### src/rtl/p405s_sm_div32_seq.sv
// Sequential 32-bit signed/unsigned divider, one quotient bit per cycle
// using a 33-bit non-restoring add/subtract over the partial remainder.
// Ports:
//   CB, RESET            clock, synchronous active-high reset
//   START, SIGNED        divide request and signedness (captured together)
//   DIVIDEND, DIVISOR    32-bit operands captured with START
//   BUSY, DONE           in-progress flag, one-cycle completion pulse
//   QUOTIENT, REMAINDER  held results
//   DIV_ZERO, OVERFLOW   held exception flags
module p405s_sm_div32_seq (
  input  logic        CB,
  input  logic        RESET,
  input  logic        START,
  input  logic        SIGNED,
  input  logic [31:0] DIVIDEND,
  input  logic [31:0] DIVISOR,
  output logic        BUSY,
  output logic        DONE,
  output logic [31:0] QUOTIENT,
  output logic [31:0] REMAINDER,
  output logic        DIV_ZERO,
  output logic        OVERFLOW
);

  typedef enum logic [2:0] {
    S_IDLE,
    S_LOAD,
    S_ITER,
    S_FIX,
    S_DONE
  } state_t;

  state_t      state;
  logic [4:0]  cnt;
  logic        sgn_r;
  logic [31:0] dvd_r;
  logic [31:0] dvs_r;
  logic [31:0] dvs_mag;
  logic [32:0] pr;
  logic [31:0] q;
  logic        q_neg;
  logic        r_neg;
  logic        dz;
  logic        ov;

  logic [32:0] shl;
  logic [32:0] addend;
  logic [32:0] sum;
  logic [31:0] rem_mag;
  logic [31:0] q_fin;
  logic [31:0] r_fin;
  logic        a_neg;
  logic        b_neg;

  // Operand signs only matter for a signed divide.
  assign a_neg = sgn_r & dvd_r[31];
  assign b_neg = sgn_r & dvs_r[31];

  always_comb begin
    shl     = {pr[31:0], q[31]};
    // Non-negative remainder subtracts (~d + 1), negative adds d back.
    addend  = pr[32] ? {1'b0, dvs_mag} : ~{1'b0, dvs_mag};
    sum     = shl + addend + {32'd0, ~pr[32]};
    // Final restore fits in 32 bits: the corrected remainder is < divisor.
    rem_mag = pr[32] ? (pr[31:0] + dvs_mag) : pr[31:0];
    q_fin   = q_neg ? (~q + 32'd1) : q;
    r_fin   = r_neg ? (~rem_mag + 32'd1) : rem_mag;
    if (dz) begin
      q_fin = 32'hFFFF_FFFF;
      r_fin = dvd_r;
    end else if (ov) begin
      q_fin = 32'h8000_0000;
      r_fin = 32'd0;
    end
  end

  always_ff @(posedge CB) begin
    if (RESET) begin
      state     <= S_IDLE;
      cnt       <= 5'd0;
      sgn_r     <= 1'b0;
      dvd_r     <= 32'd0;
      dvs_r     <= 32'd0;
      dvs_mag   <= 32'd0;
      pr        <= 33'd0;
      q         <= 32'd0;
      q_neg     <= 1'b0;
      r_neg     <= 1'b0;
      dz        <= 1'b0;
      ov        <= 1'b0;
      BUSY      <= 1'b0;
      DONE      <= 1'b0;
      QUOTIENT  <= 32'd0;
      REMAINDER <= 32'd0;
      DIV_ZERO  <= 1'b0;
      OVERFLOW  <= 1'b0;
    end else begin
      unique case (state)
        S_IDLE, S_DONE: begin
          DONE <= 1'b0;
          if (START) begin
            sgn_r <= SIGNED;
            dvd_r <= DIVIDEND;
            dvs_r <= DIVISOR;
            BUSY  <= 1'b1;
            state <= S_LOAD;
          end else begin
            state <= S_IDLE;
          end
        end
        S_LOAD: begin
          q       <= a_neg ? (~dvd_r + 32'd1) : dvd_r;
          dvs_mag <= b_neg ? (~dvs_r + 32'd1) : dvs_r;
          q_neg   <= a_neg ^ b_neg;
          r_neg   <= a_neg;
          dz      <= (dvs_r == 32'd0);
          ov      <= sgn_r & (dvd_r == 32'h8000_0000)
                     & (dvs_r == 32'hFFFF_FFFF);
          pr      <= 33'd0;
          cnt     <= 5'd0;
          state   <= S_ITER;
        end
        S_ITER: begin
          pr  <= sum;
          q   <= {q[30:0], ~sum[32]};
          cnt <= cnt + 5'd1;
          if (cnt == 5'd31) state <= S_FIX;
        end
        S_FIX: begin
          QUOTIENT  <= q_fin;
          REMAINDER <= r_fin;
          DIV_ZERO  <= dz;
          OVERFLOW  <= ov;
          BUSY      <= 1'b0;
          DONE      <= 1'b1;
          state     <= S_DONE;
        end
        default: begin
          BUSY  <= 1'b0;
          DONE  <= 1'b0;
          state <= S_IDLE;
        end
      endcase
    end
  end

endmodule

### config.mk
export PLATFORM = sky130hd
export DESIGN_NAME = p405s_sm_div32_seq
export DESIGN_NICKNAME = d
export VERILOG_FILES = /design/src/rtl/p405s_sm_div32_seq.sv
export SDC_FILE = /design/constraint.sdc
export NUM_CORES = 1
export LEC_CHECK = 0
export BUFFER_PORTS_ARGS = -buffer_cell sky130_fd_sc_hd__buf_2
export CORE_ASPECT_RATIO = 2
export CORE_MARGIN = 10
export CORE_UTILIZATION = 39
export DETAILED_ROUTE_END_ITERATION = 10
export SKIP_CTS_REPAIR_TIMING = 1
export SLEW_MARGIN = 20
export SYNTH_ARGS = -nofsm -noshare
export SYNTH_HDL_FRONTEND = slang
export SYNTH_SLANG_ARGS = --single-unit
### constraint.sdc
create_clock -name CB -period 17.5 [get_ports CB]
set_clock_uncertainty 0.15 [all_clocks]
set_input_delay 3.5 -clock CB [delete_from_list [all_inputs] [get_ports CB]]
set_output_delay 3.5 -clock CB [all_outputs]
set_load 0.02 [all_outputs]
==> flow_metrics.env <==
export IMPL_status="finished clean"
export IMPL_synth_mux_area_frac=0.0133
export IMPL_grt_max_degree=95
export IMPL_grt_pass1_wl_mm=81.2
export IMPL_first_global_vias=14795
export IMPL_drt_iter0_markers=720
export IMPL_multi_input_area_um2=10200
export IMPL_crit_path_max_incr_delay_ns=0.75
export IMPL_core_um2=39600
export IMPL_fin_nets=2243
export IMPL_syn_num_nets=2195
export IMPL_relSlewSlack=0.365
export IMPL_viasPerCell=5.67
export IMPL_clk_latency_ns=0.55
export IMPL_rsz0062_at_grt="no"
export IMPL_setup_viol_count_final=0
export IMPL_die_area_um2=49100
export IMPL_yosysWarnings=0
export IMPL_cpLargestDelayFamily="buffers and inverters"
export IMPL_cp_max_fo=94
export IMPL_drc=0
export IMPL_final_min_clock_period_ns=5.97
export IMPL_cp_common_cell="buf_4"
export IMPL_n_fill_cell=4088
export IMPL_initial_utilization=0.396
export IMPL_antenna_found_initial=0
export IMPL_fin_crit_sh=0.341
export IMPL_die_h_um=303
export IMPL_final_util=0.440
export IMPL_cp_end_kind="flip-flop"
export IMPL_cts_root_buffer="clkbuf_16"
export IMPL_maxSlewViolCount=0
export IMPL_cp_required_ns=17.76
export IMPL_dr_pass1_iters=5
export IMPL_worst_setup_path_type="in2reg"
export IMPL_track_usage=0.204
export IMPL_syn_area_um2=15700
export IMPL_synth_distinct_cells=87
export IMPL_drv_cap=0
export IMPL_die_width_um=162
export IMPL_cts_tree="built"
export IMPL_seq_area_um2=4850
export IMPL_clk_pin_slew_ns=0.06
export IMPL_grt_ovfl_total=0
export IMPL_pwr_density_cell_nw_per_um2=110
export IMPL_synthSimpleGateAreaFrac=0.218
export IMPL_place_congestion=0.911
export IMPL_synth_xor_area_frac=0.105
export IMPL_cp_arrival_ns=6.23
export IMPL_synth_compound_area_frac=0.256
export IMPL_synth_top_family_by_area="compound AO/OA/AOI/OAI gates"
export IMPL_slowest_stage="buf_4"
export IMPL_synthAdderAreaFrac=0.0576
export IMPL_boundaryPins=136
export IMPL_diodes=0
export IMPL_num_rows=103
export IMPL_cp_cell_sequence="buf_6, buf_4, buf_4, nor2_1, a21oi_1, o22ai_1"
export IMPL_path_buf_inv=3
export IMPL_hp_class="reg2reg"
export IMPL_syn_area_per_cell_um2=7.62
export IMPL_cts_made_buffers=23
export IMPL_p_leak_nw=6.93
export IMPL_area_growth_syn_to_layout_pct=11.1
export IMPL_port_buffers=135
export IMPL_setup_tns_ns=0
export IMPL_synth_cells=2056
export IMPL_routedWlPerCell_um=19.9
export IMPL_cts_sinks=242
export IMPL_synth_enable_flop_cells=0
export IMPL_drive_gt1_frac=0.109
export IMPL_seq_area_frac_synth=0.309
export IMPL_fmax_mhz=168
export IMPL_ys_ff_latch=242
export IMPL_async_reset_ff_frac=0
export IMPL_cts_htree_levels=1
export IMPL_drt_total_wl_mm=52.5
export IMPL_ys_flop_type="dfxtp_1"
export IMPL_antenna_left=0
export IMPL_regToRegSetupSlack_ns=12.71
export IMPL_clockBufferDepth=3
export IMPL_hpwl_mm=41.3
export IMPL_hold_violations=0
export IMPL_num_vias=14988
export IMPL_tightestPinTransition_ns=0.941
export IMPL_startpoint_type="input pin"
export IMPL_ir_drop_v=0.0000583
-- per-layer routing --
layer | global-route usage | part of all wire | vias up
li1 | - | - | 7467
met1 | 0.189 | 0.34 | 7062
met2 | 0.415 | 0.56 | 344
met3 | 0.0211 | 0.033 | 115
met4 | 0.121 | 0.060 | 0
met5 | 0 | 0 | -
-- cell usage after synthesis (4+ instances only) --
cell type,instances,area (um^2)
o21bai_1,11,82.6
nor4_1,7,43.8
o31ai_1,22,165
o211ai_1,8,60.1
o21a_1,7,52.6
a311oi_1,5,43.8
dfxtp_1,242,4840
a21oi_1,224,1120
nand3_1,45,225
ha_1,69,863
buf_1,15,56.3
a22oi_1,53,398
nor3b_1,8,60.1
buf_2,8,40.0
nand2_1,310,1160
inv_1,33,124
a41oi_1,6,52.6
and3_1,18,113
nand4_1,23,144
mux2i_1,17,170
or3_1,23,144
clkbuf_1,109,409
o41ai_1,9,78.8
o22ai_1,40,250
nor3_1,37,185
nor2_1,205,769
xnor2_1,100,876
and2_1,13,81.3
nand2b_1,9,56.3
nand3b_1,4,30.0
a211o_1,5,43.8
xor2_1,88,771
o21ai_0,68,340
a211oi_1,36,270
or4_1,9,67.6
a31oi_1,38,238
nor2b_1,11,68.8
o21ai_1,6,30.0
a31o_2,4,35.0
a21o_1,39,293
-- where the power goes --
part	internal, mW	total (mW)	switching [mW]
sequential	0.587	0.650	0.0626
clock	0.279	0.504	0.224
combinational	0.310	0.768	0.458
total	1.18	1.92	0.745
-- metrics by stage --
stage | instance area (um^2) | hold WS, ns | worst slack [ns] | total power [mW] | instances
after detailed placement | 16700 | 0.312 | 11.01 | 1.43 | 2604
after global placement | 16700 | 0.310 | 11.00 | 1.42 | 2604
after floorplan | 15700 | 0.311 | 11.93 | 1.23 | 2056
after CTS | 17400 | 0.321 | 11.59 | 1.93 | 2642
after global routing | 17400 | 0.338 | 11.33 | 2.04 | 2642
final | 17400 | 0.317 | 11.53 | 1.92 | 2642
-- area by class of cell --
cell class / instances / area share
sequential: 242 / 0.278
multi-input combinational: 1648 / 0.587
clock buffer: 35 / 0.0385
inverter: 34 / 0.00733
clock inverter: 3 / 0.00330
tap: 525 / 0.0377
timing repair buffer: 155 / 0.0478
-- placed cells by master (no fill, tap or decap), types with 6 or more instances in the layout --
master | Yosys | final
nand2_1 | 310 | 309
nor3b_1 | 8 | 6
nor2b_1 | 11 | 11
or4_1 | 9 | 9
nor2_1 | 205 | 204
o211ai_1 | 8 | 8
o41ai_1 | 9 | 9
o21bai_1 | 11 | 11
o21a_1 | 7 | 7
buf_4 | 0 | 20
a41oi_1 | 6 | 6
dfxtp_1 | 242 | 241
a22oi_1 | 53 | 53
inv_1 | 33 | 33
and3_1 | 18 | 18
clkbuf_16 | 0 | 23
and2_1 | 13 | 12
o22ai_1 | 40 | 40
a211oi_1 | 36 | 36
nand2b_1 | 9 | 8
nor3_1 | 37 | 36
o21ai_0 | 68 | 68
xor2_1 | 88 | 88
buf_2 | 8 | 134
clkbuf_1 | 109 | 7
mux2i_1 | 17 | 17
or3_1 | 23 | 23
ha_1 | 69 | 69
o21ai_1 | 6 | 6
a21oi_1 | 224 | 224
nand4_1 | 23 | 23
o31ai_1 | 22 | 22
a21o_1 | 39 | 39
a31oi_1 | 38 | 38
nor4_1 | 7 | 7
nand3_1 | 45 | 45
xnor2_1 | 100 | 100
-- flip-flops by register name, indices dropped and copies added, names as in the netlist --
| register | cells |
|---|---|
| r_neg | 1 |
| dvd_r | 32 |
| state | 3 |
| q_neg | 1 |
| q | 32 |
| sgn_r | 1 |
| DONE | 1 |
| DIV_ZERO | 1 |
| pr | 33 |
| cnt | 5 |
| dz | 1 |
| ov | 1 |
| dvs_mag | 32 |
| dvs_r | 32 |
| BUSY | 1 |
| OVERFLOW | 1 |
| QUOTIENT | 32 |
| REMAINDER | 32 |
-- cells by family after synthesis --
group / Yosys count
and+or+nand+nor: 744
xor gates and xnor gates: 188
buffers and inverters: 166
muxes: 20
DFF: 242
AOI/OAI and AO/OA: 625
adders and majority gates: 71
-- tightest hold or removal path: cells and delay by family (launching register included) --
kind	cells	cell delay, ns
AO/OA/AOI/OAI	1	0.05
flip-flops	1	0.31
AND/OR/NAND/NOR	1	0.05
-- path summary, 6_finish.rpt --
path | from | endpoint | cells past startpoint
hold reg to reg | DIV_ZERO | DIV_ZERO | 2
setup / recovery | RESET | pr[32] | 6
setup reg to reg | dvs_mag[1] | q[0] | 13
hold / removal | DIV_ZERO | DIV_ZERO | 2
Note: power is estimated with default switching activity, not from simulation.
